<file path="src/rtl/z_run_logger.sv">
// Measures runs of consecutive z=1 cycles and queues {sat, len} records in a
// small FIFO drained through a valid/ready handshake; drops are counted.
module z_run_logger #(
  parameter int unsigned CNT_W   = 8,
  parameter int unsigned DEPTH   = 4,
  parameter int unsigned MIN_RUN = 1
) (
  input  logic                     clk,
  input  logic                     reset,
  input  logic                     z,
  output logic                     rec_valid,
  input  logic                     rec_ready,
  output logic [CNT_W-1:0]         rec_len,
  output logic                     rec_sat,
  output logic [$clog2(DEPTH):0]   fifo_count,
  output logic                     in_run,
  output logic                     overflow,
  output logic [7:0]               drop_cnt
);

  localparam int unsigned AW = $clog2(DEPTH);
  localparam int unsigned CW = AW + 1;

  typedef enum logic {IDLE, RUN} state_t;

  state_t           state_q, state_d;
  logic [CNT_W-1:0] len_q, len_d;
  logic             sat_q, sat_d;
  logic [AW-1:0]    wr_ptr_q, wr_ptr_d, rd_ptr_q, rd_ptr_d;
  logic [CW-1:0]    count_q, count_d;
  logic             overflow_q, overflow_d;
  logic [7:0]       drop_q, drop_d;
  logic [CNT_W:0]   mem_q [DEPTH];

  logic push, pop, full, wr_en;
  logic [CNT_W:0] head;

  assign full  = (count_q == CW'(DEPTH));
  assign pop   = (count_q != '0) && rec_ready;
  // End-of-run edge carries the finished run's len/sat straight into the FIFO.
  assign push  = (state_q == RUN) && !z && (32'(len_q) >= MIN_RUN);
  assign wr_en = push && (!full || pop) && !reset;

  always_comb begin
    state_d    = state_q;
    len_d      = len_q;
    sat_d      = sat_q;
    wr_ptr_d   = wr_ptr_q;
    rd_ptr_d   = rd_ptr_q;
    count_d    = count_q;
    overflow_d = overflow_q;
    drop_d     = drop_q;

    case (state_q)
      IDLE: begin
        if (z) begin
          state_d = RUN;
          len_d   = CNT_W'(1);
          sat_d   = 1'b0;
        end
      end
      RUN: begin
        if (z) begin
          if (len_q != '1) len_d = len_q + CNT_W'(1);
          else             sat_d = 1'b1;
        end else begin
          state_d = IDLE;
          len_d   = '0;
          sat_d   = 1'b0;
        end
      end
      default: state_d = IDLE;
    endcase

    if (wr_en) wr_ptr_d = wr_ptr_q + AW'(1);
    if (pop)   rd_ptr_d = rd_ptr_q + AW'(1);

    if (wr_en && !pop)      count_d = count_q + CW'(1);
    else if (!wr_en && pop) count_d = count_q - CW'(1);

    if (push && full && !pop) begin
      overflow_d = 1'b1;
      if (drop_q != 8'hFF) drop_d = drop_q + 8'd1;
    end
  end

  always_ff @(posedge clk) begin
    if (reset) begin
      state_q    <= IDLE;
      len_q      <= '0;
      sat_q      <= 1'b0;
      wr_ptr_q   <= '0;
      rd_ptr_q   <= '0;
      count_q    <= '0;
      overflow_q <= 1'b0;
      drop_q     <= '0;
    end else begin
      state_q    <= state_d;
      len_q      <= len_d;
      sat_q      <= sat_d;
      wr_ptr_q   <= wr_ptr_d;
      rd_ptr_q   <= rd_ptr_d;
      count_q    <= count_d;
      overflow_q <= overflow_d;
      drop_q     <= drop_d;
    end
  end

  always_ff @(posedge clk) begin
    if (wr_en) mem_q[wr_ptr_q] <= {sat_q, len_q};
  end

  assign head       = mem_q[rd_ptr_q];
  assign rec_valid  = (count_q != '0);
  assign rec_len    = rec_valid ? head[CNT_W-1:0] : '0;
  assign rec_sat    = rec_valid ? head[CNT_W] : 1'b0;
  assign fifo_count = count_q;
  assign in_run     = (state_q == RUN);
  assign overflow   = overflow_q;
  assign drop_cnt   = drop_q;

endmodule

</file>
<file path="config.mk">
export PLATFORM = sky130hd
export DESIGN_NAME = z_run_logger
export DESIGN_NICKNAME = d
export VERILOG_FILES = /design/src/rtl/z_run_logger.sv
export SDC_FILE = /design/constraint.sdc
export NUM_CORES = 1
export LEC_CHECK = 0
export BUFFER_PORTS_ARGS = -buffer_cell sky130_fd_sc_hd__buf_2
export CORE_UTILIZATION = 58
export DETAILED_ROUTE_END_ITERATION = 10
export PLACE_DENSITY = 0.76
export SLEW_MARGIN = 40
export SYNTH_ARGS = -nofsm -noshare
export SYNTH_HDL_FRONTEND = slang
export SYNTH_SLANG_ARGS = --single-unit
</file>
<file path="constraint.sdc">
create_clock -name clk -period 3.2 [get_ports clk]
set_input_delay 0 -clock clk [delete_from_list [all_inputs] [get_ports clk]]
set_output_delay 0 -clock clk [all_outputs]
set_load 0.02 [all_outputs]
</file>
==> results.cfg <==
[run_status]
outcome = completed

[pwr]
intPower_uw = 1470
switchingPower_uw = 642
finalPower_uw = 2110
p_sw_share_pct = 30.4
p_leak_uw = 0.00107
pwr-share-seq_pct = 45.4
powerDensity_nw_per_um2 = 666
clock_power_share_pct = 30.7
combPwrFrac_pct = 23.9
vdd_drop_max_mv = 0.407

[sta]
period_minus_slack_ns = 2.66
worst_pin_slew_ns = 0.588
timing.final.ws_setup_ns = 0.541
fin_crit_sh_pct = 83.1
slew_headroom_pct = 60.7
setup_viol_count_final = 0
max_freq_mhz = 376
clock_skew_ns = 0.00559
drv_slew = 0
grt_setup_unrepaired = false
tns_ns = 0
hold_violations = 0

[floorplan]
die_area_sq_um = 5150
fp.dieH_um = 71.8
die-width_um = 71.8
start_util_pct = 60.2
core_area_sq_um = 4690
rows = 25
ios = 27

[synthesis]
synth_seq_cells = 64
synthCells = 227
yosysSeqAreaShare_pct = 58.1
postSynthAreaPerCell_sq_um = 12.4
synthDistinctLibCells = 45
synth_edf_count = 36
synthArstFlopShare_pct = 0
synth_top_flop_cell = edfxtp_1
yosysWarnings = 0
synth_nets = 241
syn_area_sq_um = 2820

[finish]
drive_gt1_share_pct = 20.2
mostFrequentLayoutCell = edfxtp_1
n_antenna_cell = 0
final_cell_mix = 36 x edfxtp_1, 28 x dfxtp_1, 26 x buf_2
multi_input_area_sq_um = 1090
seq_area_sq_um = 1640
finalNetCount = 272
final.fill_count = 354
syn2layout_area_growth_pct = 12.3
fin_area_sq_um = 3170

[cts]
h-tree-depth = 3
cts_tree = built
postCtsSetupRepairBufs = 0
cts_buffers = 9
clock_sinks = 64
postCtsHoldBufs = 1
clockRootBuffer = clkbuf_8
path_clk_slew_ns = 0.07
max-clock-path-buffers = 2
clock_latency_ns = 0.34
cts_resized = 0

[detailed_routing]
drc_errors = 0
vias = 1860
drtPass1Iterations = 4
viasPerCell = 5.87
final_antenna_net_count = 0
wl_per_cell_um = 15.3
dr.first_iter.drc_count = 120
routed_wl_um = 4860

[placed_design]
placed_area_sq_um = 2980
pre_cts_ws_ns = 0.540
portBuffers = 26
gp_congestion = 0.940
hpwl_um = 3190

[global_routing]
grt_pass1_vias = 1685
grt_overflow = 0
grt.total_usage_pct = 21.6
grt_pass1_wl_um = 8180
antenna_found_initial = 0
grt_max_degree = 28

[worst_hold_path]
worstHoldStart = rec_ready
hold_class = in -> reg
hold_path_depth = 4

[worst_setup_path]
cpPeakStageDelay_ns = 0.50
r2r_slack_ns = 0.54
crit_type = reg -> reg
cp-end-kind = flop
crit_family = adder cells
reg2regPathDepth = 11
arrival_ns = 2.93
path_cells = inv_1 -> ha_1 -> nor4b_2 -> a211oi_1 -> and2_1 -> ha_1 -> inv_1 -> fa_1 -> xor2_1 -> or3_1 -> a21oi_1
critical_path_buf_inv_count = 2
critPathLaunchType = flop
reg2reg_from = len_q[0]
cp_max_fo = 11
cp.required_ns = 3.47
slowest_stage = dfxtp_1
rr_endpoint = fifo_count[2]

[flow_run]
cap_violations = 0
## cell usage after synthesis (6+ instances only)
library cell,instances,area share [%]
inv_1,10,1.3
dfxtp_1,28,20
edfxtp_1,36,38
a21oi_1,11,1.9
o21ai_0,6,1.1
and2_1,11,2.4
ha_1,9,4.0
nand2_1,14,1.9
mux4_2,9,7.2
nand3_1,9,1.6
o31ai_1,6,1.6
nor2_1,17,2.3
## kinds of logic after synthesis
kind of cell | synth area share, %
simple gates | 15.3
compound gates | 8.37
flops | 58.1
mux | 8.64
fa+ha+maj | 4.70
buf+inv | 3.32
xor+xnor | 1.55
## power by group through the flow
stage | logic (uW) | clock network (uW) | registers, uW
floorplan | 386 | 0 | 962
global placement | 503 | 0 | 977
detailed placement | 511 | 0 | 979
CTS | 515 | 656 | 961
global route | 562 | 692 | 968
finish | 505 | 648 | 957
## state kept, by name, indices dropped and copies added, names as in the netlist, named ones only
register,cells
mem_q,36
drop_cnt,8
len_q,8
fifo_count,3
rd_ptr_q,2
wr_ptr_q,2
in_run,1
overflow,1
sat_q,1
## worst max-delay path by stage
stage               startpoint            end  slack, ns  cells after the start
floorplan             len_q[0]  fifo_count[2]       0.42                     11
global placement      len_q[0]  fifo_count[2]       0.63                     11
detailed placement    len_q[0]  fifo_count[2]       0.54                     11
CTS                   len_q[0]  fifo_count[2]       0.51                     11
global route          len_q[0]  fifo_count[2]       0.32                     11
finish                len_q[0]  fifo_count[2]       0.54                     11
## metrics by stage
stage / cells / utilization, % / hold slack (ns)
5_1_grt: 317 / 67.6 / 0.115
3_5_place_dp: 300 / 63.5 / 0.334
2_1_floorplan: 227 / - / 0.144
6_report: 317 / 67.6 / 0.0773
4_1_cts: 317 / 67.6 / 0.0748
3_3_place_gp: 300 / 63.5 / 0.320
## worst min-delay path, delay by kind of cell
kind	cells	cell delay [ns]
xor gates and xnor gates	1	0.09
buffers and inverters	1	0.12
and+or+nand+nor	2	0.17
## final cells by class
type | instances | share of cell area (%)
clock inverter | 4 | 1.42
inverter | 10 | 1.18
clock buffer | 12 | 4.26
multi-input combinational | 144 | 34.3
sequential | 64 | 51.8
timing repair buffer | 29 | 4.89
tap | 54 | 2.13
## layer usage
layer	vias up	routed length, um	global-route usage (%)
li1	916	-	-
met2	73	2200	30.7
met3	9	315	7.74
met5	-	0	0
met1	862	2250	30.7
met4	0	94	8.28
Note: power is estimated with default switching activity, not from simulation.
